==> src/rtl/snoopy_bus_requester_if.sv <==
// Bus, arbiter, responder and cache-fill signals of the snoopy bus requester.
// The requester owns the master modport; the environment uses slave.
interface snoopy_bus_requester_if #(
    parameter int OFFSET_WIDTH = 4,
    parameter int INDEX_WIDTH  = 4,
    parameter int TAG_WIDTH    = 8,
    parameter int DATA_WIDTH   = 32,
    parameter int STATE_WIDTH  = 2
);
    localparam int AW = TAG_WIDTH + INDEX_WIDTH + OFFSET_WIDTH;

    logic                    missRequest;
    logic                    missExclusive;
    logic                    upgradeRequest;
    logic [AW-1:0]           requestAddress;
    logic [STATE_WIDTH-1:0]  newState;
    logic                    arbiterRequest;
    logic                    arbiterGrant;
    logic [1:0]              busCommand;
    logic [AW-1:0]           busAddress;
    logic                    readEnabled;
    logic                    functionComplete;
    logic [DATA_WIDTH-1:0]   busData;
    logic [INDEX_WIDTH-1:0]  cacheIndex;
    logic [OFFSET_WIDTH-1:0] cacheOffset;
    logic [TAG_WIDTH-1:0]    cacheTag;
    logic [DATA_WIDTH-1:0]   cacheDataOut;
    logic                    cacheWriteData;
    logic                    cacheWriteState;
    logic [STATE_WIDTH-1:0]  cacheStateOut;
    logic                    done;

    modport master (
        input  missRequest, missExclusive, upgradeRequest,
        input  requestAddress, newState,
        input  arbiterGrant, functionComplete, busData,
        output arbiterRequest, busCommand, busAddress, readEnabled,
        output cacheIndex, cacheOffset, cacheTag, cacheDataOut,
        output cacheWriteData, cacheWriteState, cacheStateOut, done
    );

    modport slave (
        output missRequest, missExclusive, upgradeRequest,
        output requestAddress, newState,
        output arbiterGrant, functionComplete, busData,
        input  arbiterRequest, busCommand, busAddress, readEnabled,
        input  cacheIndex, cacheOffset, cacheTag, cacheDataOut,
        input  cacheWriteData, cacheWriteState, cacheStateOut, done
    );
endinterface

==> src/rtl/snoopy_bus_requester.sv <==
// Snoopy bus requester: block fills (BUS_READ / BUS_READ_EXCLUSIVE) and
// data-less BUS_INVALIDATE upgrades, then installs tag and coherence state.
module snoopy_bus_requester #(
    parameter int OFFSET_WIDTH = 4,
    parameter int INDEX_WIDTH  = 4,
    parameter int TAG_WIDTH    = 8,
    parameter int DATA_WIDTH   = 32,
    parameter int STATE_WIDTH  = 2
) (
    input logic clock,
    input logic reset,
    snoopy_bus_requester_if.master bus
);
    localparam int AW = TAG_WIDTH + INDEX_WIDTH + OFFSET_WIDTH;

    localparam logic [1:0] CMD_NONE = 2'd0;
    localparam logic [1:0] CMD_READ = 2'd1;
    localparam logic [1:0] CMD_RDX  = 2'd2;
    localparam logic [1:0] CMD_INV  = 2'd3;

    typedef enum logic [2:0] {
        IDLE, ARBITRATE, READ, ACK, INVALIDATE, DONE
    } state_t;

    state_t                  state, state_next;
    logic [TAG_WIDTH-1:0]    tag;
    logic [INDEX_WIDTH-1:0]  index;
    logic [STATE_WIDTH-1:0]  install;
    logic [1:0]              command;
    logic [OFFSET_WIDTH-1:0] word;
    logic                    inv_second;
    logic                    accept;
    logic                    active;
    logic                    unused_offset;

    // The block offset of the request address carries no meaning here.
    assign unused_offset = ^bus.requestAddress[OFFSET_WIDTH-1:0];

    assign accept = (state == IDLE) && (bus.missRequest || bus.upgradeRequest);
    assign active = (state != IDLE);

    always_ff @(posedge clock or posedge reset) begin
        if (reset) begin
            state      <= IDLE;
            tag        <= '0;
            index      <= '0;
            install    <= '0;
            command    <= CMD_NONE;
            word       <= '0;
            inv_second <= 1'b0;
        end else begin
            state      <= state_next;
            inv_second <= (state == INVALIDATE) && !inv_second;
            if (accept) begin
                tag     <= bus.requestAddress[AW-1 -: TAG_WIDTH];
                index   <= bus.requestAddress[OFFSET_WIDTH +: INDEX_WIDTH];
                install <= bus.newState;
                if (bus.missRequest)
                    command <= bus.missExclusive ? CMD_RDX : CMD_READ;
                else
                    command <= CMD_INV;
            end
            if (state == ACK)
                word <= word + 1'b1;
        end
    end

    always_comb begin
        state_next = state;
        unique case (state)
            IDLE:       if (accept) state_next = ARBITRATE;
            ARBITRATE:  if (bus.arbiterGrant)
                            state_next = (command == CMD_INV) ? INVALIDATE : READ;
            READ:       if (bus.functionComplete) state_next = ACK;
            ACK:        state_next = (word == '1) ? DONE : READ;
            INVALIDATE: if (inv_second) state_next = DONE;
            DONE:       state_next = IDLE;
            default:    state_next = IDLE;
        endcase
    end

    // Everything below decodes state; only the READ write strobe sees the ack.
    assign bus.arbiterRequest  = active;
    assign bus.busCommand      = active ? command : CMD_NONE;
    assign bus.busAddress      = active ? {tag, index, word} : '0;
    assign bus.readEnabled     = (state == READ);
    assign bus.cacheIndex      = active ? index : '0;
    assign bus.cacheTag        = active ? tag : '0;
    assign bus.cacheOffset     = word;
    assign bus.cacheWriteData  = (state == READ) && bus.functionComplete;
    assign bus.cacheDataOut    = bus.cacheWriteData ? bus.busData : '0;
    assign bus.cacheWriteState = (state == DONE);
    assign bus.cacheStateOut   = (state == DONE) ? install : '0;
    assign bus.done            = (state == DONE);
endmodule

==> src/flat_wrapper.sv <==
// flat-port wrapper written by rule: the top's interface ports become plain ports
module snoopy_bus_requester_flat 
#(
    parameter int OFFSET_WIDTH = 4,
    parameter int INDEX_WIDTH  = 4,
    parameter int TAG_WIDTH    = 8,
    parameter int DATA_WIDTH   = 32,
    parameter int STATE_WIDTH  = 2
)
  (clock, reset, bus_missRequest, bus_missExclusive, bus_upgradeRequest, bus_requestAddress, bus_newState, bus_arbiterGrant, bus_functionComplete, bus_busData, bus_arbiterRequest, bus_busCommand, bus_busAddress, bus_readEnabled, bus_cacheIndex, bus_cacheOffset, bus_cacheTag, bus_cacheDataOut, bus_cacheWriteData, bus_cacheWriteState, bus_cacheStateOut, bus_done);
  snoopy_bus_requester_if #(.OFFSET_WIDTH(OFFSET_WIDTH), .INDEX_WIDTH(INDEX_WIDTH), .TAG_WIDTH(TAG_WIDTH), .DATA_WIDTH(DATA_WIDTH), .STATE_WIDTH(STATE_WIDTH)) bus_i ();
  input logic clock;
  input logic reset;
  input wire logic [$bits(bus_i.missRequest)-1:0] bus_missRequest;
  input wire logic [$bits(bus_i.missExclusive)-1:0] bus_missExclusive;
  input wire logic [$bits(bus_i.upgradeRequest)-1:0] bus_upgradeRequest;
  input wire logic [$bits(bus_i.requestAddress)-1:0] bus_requestAddress;
  input wire logic [$bits(bus_i.newState)-1:0] bus_newState;
  input wire logic [$bits(bus_i.arbiterGrant)-1:0] bus_arbiterGrant;
  input wire logic [$bits(bus_i.functionComplete)-1:0] bus_functionComplete;
  input wire logic [$bits(bus_i.busData)-1:0] bus_busData;
  output wire logic [$bits(bus_i.arbiterRequest)-1:0] bus_arbiterRequest;
  output wire logic [$bits(bus_i.busCommand)-1:0] bus_busCommand;
  output wire logic [$bits(bus_i.busAddress)-1:0] bus_busAddress;
  output wire logic [$bits(bus_i.readEnabled)-1:0] bus_readEnabled;
  output wire logic [$bits(bus_i.cacheIndex)-1:0] bus_cacheIndex;
  output wire logic [$bits(bus_i.cacheOffset)-1:0] bus_cacheOffset;
  output wire logic [$bits(bus_i.cacheTag)-1:0] bus_cacheTag;
  output wire logic [$bits(bus_i.cacheDataOut)-1:0] bus_cacheDataOut;
  output wire logic [$bits(bus_i.cacheWriteData)-1:0] bus_cacheWriteData;
  output wire logic [$bits(bus_i.cacheWriteState)-1:0] bus_cacheWriteState;
  output wire logic [$bits(bus_i.cacheStateOut)-1:0] bus_cacheStateOut;
  output wire logic [$bits(bus_i.done)-1:0] bus_done;
  assign bus_i.missRequest = bus_missRequest;
  assign bus_i.missExclusive = bus_missExclusive;
  assign bus_i.upgradeRequest = bus_upgradeRequest;
  assign bus_i.requestAddress = bus_requestAddress;
  assign bus_i.newState = bus_newState;
  assign bus_i.arbiterGrant = bus_arbiterGrant;
  assign bus_i.functionComplete = bus_functionComplete;
  assign bus_i.busData = bus_busData;
  assign bus_arbiterRequest = bus_i.arbiterRequest;
  assign bus_busCommand = bus_i.busCommand;
  assign bus_busAddress = bus_i.busAddress;
  assign bus_readEnabled = bus_i.readEnabled;
  assign bus_cacheIndex = bus_i.cacheIndex;
  assign bus_cacheOffset = bus_i.cacheOffset;
  assign bus_cacheTag = bus_i.cacheTag;
  assign bus_cacheDataOut = bus_i.cacheDataOut;
  assign bus_cacheWriteData = bus_i.cacheWriteData;
  assign bus_cacheWriteState = bus_i.cacheWriteState;
  assign bus_cacheStateOut = bus_i.cacheStateOut;
  assign bus_done = bus_i.done;
  snoopy_bus_requester #(.OFFSET_WIDTH(OFFSET_WIDTH), .INDEX_WIDTH(INDEX_WIDTH), .TAG_WIDTH(TAG_WIDTH), .DATA_WIDTH(DATA_WIDTH), .STATE_WIDTH(STATE_WIDTH)) u_core (.clock(clock), .reset(reset), .bus(bus_i));
endmodule
==> config.mk <==
export PLATFORM = sky130hd
export DESIGN_NAME = snoopy_bus_requester_flat
export DESIGN_NICKNAME = d
export VERILOG_FILES = /design/src/rtl/snoopy_bus_requester_if.sv /design/src/rtl/snoopy_bus_requester.sv /design/src/flat_wrapper.sv
export SDC_FILE = /design/constraint.sdc
export NUM_CORES = 1
export LEC_CHECK = 0
export ABC_AREA = 1
export ABC_CLOCK_PERIOD_IN_PS = 2800
export CAP_MARGIN = 20
export CORE_MARGIN = 10
export CORE_UTILIZATION = 37
export CTS_BUF_LIST = sky130_fd_sc_hd__clkbuf_8
export CTS_CLUSTER_SIZE = 28
export DETAILED_ROUTE_END_ITERATION = 8
export PLACE_DENSITY = 0.88
export SLEW_MARGIN = 10
export SYNTH_ARGS = -nofsm -noshare
export SYNTH_HDL_FRONTEND = slang
export SYNTH_SLANG_ARGS = --single-unit
==> constraint.sdc <==
create_clock -name clock -period 2.8 [get_ports clock]
set_input_delay 0.84 -clock clock [delete_from_list [all_inputs] [get_ports clock]]
set_output_delay 0.84 -clock clock [all_outputs]
set_load 0.05 [all_outputs]
### Word level (Yosys, flattened, before mapping)

Index checks and enable logic that the tools add are counted.

| word-level totals | value |
|---|---|
| register bits | 24 |
| output and inout port bits | 73 |
| bits of input ports | 57 |
| word-level logic and storage cells | 42 |

| operators by class | value |
|---|---|
| mux-type cells | 15 |
| reductions and logical operators | 8 |
| equality and inequality tests | 11 |
| $add $sub $neg | 1 |

Operator list:

| cell | count |
|---|---|
| 2-to-1 mux 32 bit | 1 |
| 2-to-1 mux 3 bit | 6 |
| 2-to-1 mux 16 bit | 1 |
| one-hot mux 3 bit (5 select lines) | 1 |
| 2-to-1 mux 2 bit | 4 |
| 2-to-1 mux 8 bit | 1 |
| equality test 3 x 2 -> 1 bit (second input constant) | 2 |
| equality test 3 bit (second input constant) | 2 |
| adder 4 x 1 -> 4 bit (second input constant) | 1 |
| equality test 4 bit (second input constant) | 1 |
| 2-to-1 mux 4 bit | 1 |
| inequality test 2 x 1 -> 1 bit (second input constant) | 2 |
| inequality test 2 bit (second input constant) | 2 |
| AND reduction 4 bit | 1 |
| equality test 3 x 1 -> 1 bit (second input constant) | 1 |
| logical AND 1 bit | 3 |
| zero test 3 bit | 1 |
| nonzero test 3 bit | 1 |
| equality test 2 bit (second input constant) | 1 |
| zero test 1 bit | 1 |
| logical OR 1 bit | 1 |

### Longest topological paths before layout

Gate-level depths: netlist of run 1.

| logic depth | value |
|---|---|
| word-level depth | 4 |
| gate-level depth with buffers | 7 |
| mapped depth without buffers | 7 |

### Worst setup path after synthesis of run 1

OpenSTA, ideal clock, no wires.

| timing path | value |
|---|---|
| kind | input port to output port |
| from | in bus_functionComplete |
| to | out bus_cacheDataOut[11] |
| buffers on the path | 1 |
| arrival | 2128 ps |
| cell stages on the path | 5 |
| setup slack | -168 ps |
| required time | 1960 ps |
| path through | inv_1 -> nor2_4 -> inv_2 -> buf_6 -> nor2_1 |

| between the ends | value |
|---|---|
| longest elaborated chain between the ends | 2 |

Ends and longest elaborated chain:

| element | RTL line | RTL |
|---|---|---|
| start, declared | flat_wrapper.sv:20 | `input wire logic [$bits(bus_i.functionComplete)-1:0] bus_functionComplete;` |
| logical AND 1 bit | snoopy_bus_requester.sv:90 | `assign bus.cacheWriteData = (state == READ) && bus.functionComplete;` |
| named net bus_cacheWriteData | flat_wrapper.sv:30 | `output wire logic [$bits(bus_i.cacheWriteData)-1:0] bus_cacheWriteData;` |
| 2-to-1 mux 32 bit | snoopy_bus_requester.sv:91 | `assign bus.cacheDataOut = bus.cacheWriteData ? bus.busData : '0;` |
| end, declared | flat_wrapper.sv:29 | `output wire logic [$bits(bus_i.cacheDataOut)-1:0] bus_cacheDataOut;` |

The timed path passes the listed nets, and every way through them passes these cells.

### Worst setup path in the final report of run 1

| timing path | value |
|---|---|
| from | in bus_functionComplete |
| to | out bus_cacheDataOut[27] |

| between the ends | value |
|---|---|
| longest elaborated chain between the ends | 2 |

Ends and longest elaborated chain:

| element | RTL line |
|---|---|
| logical AND 1 bit | snoopy_bus_requester.sv:90 |
| 2-to-1 mux 32 bit | snoopy_bus_requester.sv:91 |

Every way passes these cells.

==> results of run 1 <==
[cell type report]
type	count	area, sq um
Timing Repair Buffer	133	1620
Inverter	65	246
Fill cell	244	900
Clock buffer	3	41.3
Sequential cell	24	601
Multi-Input combinational cell	129	856
Tap cell	52	65.1
Clock inverter	1	30.0
[worst min path at each step]
stage | start | end | cells after the start
2_1_floorplan | u_core.tag[0] | u_core.tag[0] | 2
3_3_place_gp | u_core.tag[0] | u_core.tag[0] | 2
3_5_place_dp | u_core.tag[7] | u_core.tag[7] | 2
4_1_cts | u_core.tag[7] | u_core.tag[7] | 2
5_1_grt | u_core.install[0] | u_core.install[0] | 2
6_report | u_core.tag[7] | u_core.tag[7] | 2
[worst register-to-register path: cells and delay by family, from the launching register on]
family                 cells  cell delay (ns)
AOI/OAI and AO/OA          2             0.23
and+or+nand+nor            3             0.35
DFF                        1             0.46
buffers and inverters      1             0.31
[power by group through the flow]
stage | Sequential [mW] | Clock (mW) | Combinational, mW
CTS | 0.603 | 0.307 | 3.07
detailed placement | 0.611 | 0 | 2.95
global route | 0.626 | 0.327 | 3.26
floorplan | 0.676 | 0 | 2.03
finish | 0.614 | 0.305 | 3.09
global placement | 0.600 | 0 | 2.90
[flip-flops by register name, summed over array words and instances (netlist names)]
register and flops:
u_core.tag 8, u_core.bus.cacheOffset 4, u_core.index 4, u_core.state 3
u_core.command 2, u_core.install 2, u_core.inv_second 1
[routing by layer]
metal | GRT usage, % | routed length, um | vias to the layer above
met4 | 4.78 | 132 | 0
met5 | 0 | 0 | -
met2 | 34.6 | 3770 | 102
met1 | 20.2 | 2660 | 871
met3 | 7.40 | 807 | 10
li1 | - | - | 899
[cell usage after synthesis (3+ instances only)]
| cell type | instances | area [sq um] |
|---|---|---|
| xor2_1 | 3 | 26.3 |
| buf_6 | 3 | 33.8 |
| nor2_4 | 8 | 90.1 |
| o21ai_2 | 6 | 52.6 |
| o21ai_0 | 3 | 15.0 |
| inv_1 | 62 | 233 |
| nor2_1 | 45 | 169 |
| buf_4 | 15 | 113 |
| inv_2 | 3 | 11.3 |
| nor2_2 | 7 | 43.8 |
| o21ai_1 | 10 | 50.1 |
| nand3_1 | 9 | 45.0 |
| dfrtp_1 | 24 | 601 |
| nand2_1 | 33 | 124 |
[what timing repair did]
item / in CTS / in global routing
setup endpoints to repair: 31 / 0
setup buffers: 0 / 0
resized for setup: 52 / 0
[logic make-up (layout without fill, tap and decap cells)]
kind of cell	count (synthesis)	count (layout)	share of synthesized area (%)
AO/OA/AOI/OAI	19	19	7.04
AND/OR/NAND/NOR	106	106	30.2
adder cells (fa/ha/maj)	1	1	0.748
XOR/XNOR	3	3	1.57
flip-flops	24	24	35.9
buffers and inverters	85	202	24.6
[metrics by stage]
step,util [%],TNS (ns)
6_report,79.3,0
3_5_place_dp,72.5,-2.81
3_3_place_gp,72.5,-1.96
2_1_floorplan,-,-3.43
5_1_grt,79.3,0
4_1_cts,79.3,0
==> run metrics, run 1 <==
share of final-layout standard cells stronger than drive strength 1 37.5%; total power divided by cell area 1160 mW/mm^2; leak pwr 1.69 nW; full die area 0.00761 sq mm; RSZ-0062 raised after global routing false; Synth-to-Final Area Change 107%; Skew-Pair Late Insertion Delay 0.27 ns; Placed Cells incl. Taps 402; cells along the critical path dlygate4sd2_1 -> inv_2 -> nor2_4 -> inv_4 -> bufbuf_16 -> nor2_4 -> buf_12; Net Switching 2.31 mW; Layout Cell Area excl Fill 0.00345 sq mm; synthesized instance count 238; Post-Place Worst Slack -0.135 ns; path class of the lowest-slack min-delay path flop to flop; number of gates on the worst path with buffers counted 7; x dimension of the die 87.2 um; part of the Yosys area used for sequential elements 35.9%; sequential power share 15.3%; final worst clock skew 0.0146 ns; net switching fraction of the power 57.7%; clock root buffer clkbuf_8; setup slack after layout 0.111 ns; count of flip-flops with a built-in enable after synthesis 0; clock period minus final worst setup slack 2.69 ns; row count 24; wire length of the first global-routing pass 11500 um; worst path required time 1.96 ns; library cell appearing most often on the critical path nor2_4; post-route fraction of the period consumed by the critical path 96.0%; slowest library cell on the worst path bufbuf_16; die extent in y 87.2 um; CP Capture Point bus_cacheDataOut[27]; worst setup slack for register-to-register paths 1.39 ns; CTS tree done; share of synthesized registers carrying an async set or reset 100%; Detailed Place HPWL 5130 um; routability-driven placement congestion ratio 0.809; H-tree lvl count 1; count of nets left with antenna violations after detail routing 0; path type of the worst setup path input pin to output port; clock buffers created by TritonCTS 3; top library cells by usage in the layout, fill and taps aside inv_1, clkdlybuf4s50_1, buf_4; data arrival time of the worst path 1.85 ns; clock share of power 7.6%; worst hold margin 0.523 ns; Netlist cell types 20; per-cell routed wire length 18.1 um; number of global-route vias before repair 2028; vias 1882; Hold-fix buffers, CTS 0; nets@finish 414; max_cap viols 0; actual transition at the worst max-transition pin 0.546 ns; worst setup path startpoint bus_functionComplete; number of top-level design ports 130; number of buffers inserted by port buffering 125; final count of negative-setup-slack endpoints 0; Final Hold Viols 0; Synth Cell Area 0.00167 sq mm; Final Max Slew Viols 0; Max rail drop VDD 1.09 mV; maximum fanout along the worst path 6; starting density of the core 38.4%; worst relative slew slack 63.5%; synth warn 0; total inserted antenna cells 0; maximum count of clock buffers along a single path 2; most common library cell in the layout ignoring fill and taps inv_1; CTS clock-pin slew for the worst setup and hold paths 0.08 ns; initial antenna violation count 0; average instance area after synthesis 7.02 sq um; DRC violation count after routing 0; max frequency 0.372 GHz; Crit Reg-Reg Endpoint u_core.command[1]; Main synth FF type dfrtp_1; total cell area at the placement stage 0.00316 sq mm; largest net degree at the start of global routing 33; run status finished, final reports clean; synthesized net count 296; flop and latch count out of synthesis 24; CP endpoint kind output port; number of clock sinks 24; launching element type of the critical path input pin; Initial DRT Pass Iterations 4; combined global-route utilization of all metal layers 19.1%; core footprint 0.00435 sq mm; total power draw 4.01 mW; violation count after the first detailed-routing iteration 80; total congestion overflow after global routing 0; worst reg2reg path depth 6; Critical Path Max Stage Delay 0.28 ns; Internal Pwr Total 1.70 mW; Crit path buffers/inverters 5; cell class contributing the biggest share of worst-path delay buffers and inverters; detailed-route vias per instance 4.62; total detailed-routing wirelength 7380 um; worst reg2reg startpoint u_core.state[0]; Gate power share 77.1%; final non-filler cell total 407
Power figures use the tool's default switching activity.
==> run 2, diff against run 1 <==
--- a/config.mk
+++ b/config.mk
@@ -8,6 +8,7 @@
 export ABC_AREA = 1
 export ABC_CLOCK_PERIOD_IN_PS = 2800
 export CAP_MARGIN = 20
+export CORE_ASPECT_RATIO = 0.9
 export CORE_MARGIN = 10
 export CORE_UTILIZATION = 37
 export CTS_BUF_LIST = sky130_fd_sc_hd__clkbuf_8
==> run 2 against run 1 <==
- final area is 2.3% higher
- highest routed layer unchanged
- largest power group unchanged
- maximum frequency is 1.0% lower
- sequential cell count stayed put
- via count is 0.74% lower
- count of clock-buffer cells in the layout stayed put
- hold slack hardly changed
- combinational power hardly changed
==> run metrics, run 2 (synthesis results as in run 1) <==
max_cap viols 0; clock buffers created by TritonCTS 3; RSZ-0062 raised after global routing false; CTS clock-pin slew for the worst setup and hold paths 0.08 ns; nets@finish 420; Synth-to-Final Area Change 111%; total detailed-routing wirelength 6930 um; worst relative slew slack 64.0%; clock root buffer clkbuf_8; DRC violation count after routing 0; most common library cell in the layout ignoring fill and taps inv_1; largest net degree at the start of global routing 25; total power divided by cell area 1140 mW/mm^2; final count of negative-setup-slack endpoints 0; routability-driven placement congestion ratio 0.823; detailed-route vias per instance 4.42; share of final-layout standard cells stronger than drive strength 1 39.1%; CP endpoint kind output port; wire length of the first global-routing pass 11000 um; launching element type of the critical path flop; x dimension of the die 90.9 um; Max rail drop VDD 1.42 mV; Layout Cell Area excl Fill 0.00353 sq mm; post-route fraction of the period consumed by the critical path 97.0%; Placed Cells incl. Taps 413; starting density of the core 38.0%; per-cell routed wire length 16.4 um; flip-flop count of the largest register, all copies and words added 8; total inserted antenna cells 0; Fill cells 280; total congestion overflow after global routing 0; actual transition at the worst max-transition pin 0.538 ns; top library cells by usage in the layout, fill and taps aside inv_1, clkdlybuf4s50_1, buf_4; combined global-route utilization of all metal layers 17.9%; maximum fanout along the worst path 6; clock period minus final worst setup slack 2.72 ns; Post-Place Worst Slack -0.134 ns; run status finished, final reports clean; Final Max Slew Viols 0; initial antenna violation count 0; number of global-route vias before repair 2100; number of buffers inserted by port buffering 125; Final Hold Viols 0; final non-filler cell total 423; final core utilization 80.3%; path class of the lowest-slack min-delay path flop to flop; number of top-level design ports 130; CTS tree done; setup slack after layout 0.0835 ns; Initial DRT Pass Iterations 4; core footprint 0.00440 sq mm; violation count after the first detailed-routing iteration 57; worst path required time 1.96 ns; register with the highest flop count u_core.tag; Detailed Place HPWL 5080 um; die extent in y 83.8 um; leak pwr 1.71 nW; Skew-Pair Late Insertion Delay 0.27 ns; max frequency 0.368 GHz; full die area 0.00761 sq mm; worst hold margin 0.524 ns; data arrival time of the worst path 1.88 ns; count of nets left with antenna violations after detail routing 0; Hold-fix buffers, CTS 0; row count 23; total cell area at the placement stage 0.00316 sq mm; number of clock sinks 24; path type of the worst setup path flop to output port; maximum count of clock buffers along a single path 2; H-tree lvl count 1; final worst clock skew 0.00585 ns; vias 1868
[run 2: critical path, cell delays in order (launching register included)]
cell and delay, ns:
dfrtp_1 0.54, inv_2 0.13, nand2_4 0.11, clkdlybuf4s50_1 0.83
[run 2: cell type report]
type	count	area (sq um)	share of cell area [%]
clock buffers	3	41.3	1.17
inverters	65	246	6.98
multi-input cells	129	871	24.6
well taps	62	77.6	2.20
flip-flops and latches	24	601	17.0
repair buffers	139	1670	47.2
clock inverters	1	30.0	0.850
[run 2: what timing repair did]
action	in CTS	in global routing
gates resized for setup	55	1
endpoints found under the hold margin	0	0
pin swaps	3	0
setup endpoints to repair	32	4
gates cloned	2	0
setup buffers	4	0
[run 2: power by group]
group	internal, mW	switching [mW]	total, mW
Sequential	0.508	0.0984	0.606
Combinational	1.03	2.08	3.11
Clock	0.191	0.107	0.298
[run 2: per-stage QoR]
step	setup TNS [ns]	total power [mW]
after global routing	0	4.23
after detailed placement	-2.60	3.56
after floorplan	-3.43	2.71
final	0	4.01
after CTS	0	4.03
after global placement	-2.03	3.50
[run 2: final timing paths]
path | start | cells after the start | slack [ns] | to
hold reg to reg | u_core.install[0] | 2 | 0.52 | u_core.install[0]
min in group asynchronous | reset | 3 | 0.91 | u_core.bus.cacheOffset[2]
hold / removal | u_core.install[0] | 2 | 0.52 | u_core.install[0]
max in group asynchronous | reset | 3 | 1.65 | u_core.index[1]
setup / recovery | u_core.state[2] | 3 | 0.08 | bus_arbiterRequest
setup reg to reg | u_core.state[2] | 6 | 1.30 | u_core.tag[3]
[run 2: layer usage]
layer,global-route usage [%],share of wire (%)
met1,17.8,37
met4,5.12,1.8
met3,7.46,11
met5,0,0
met2,33.4,51
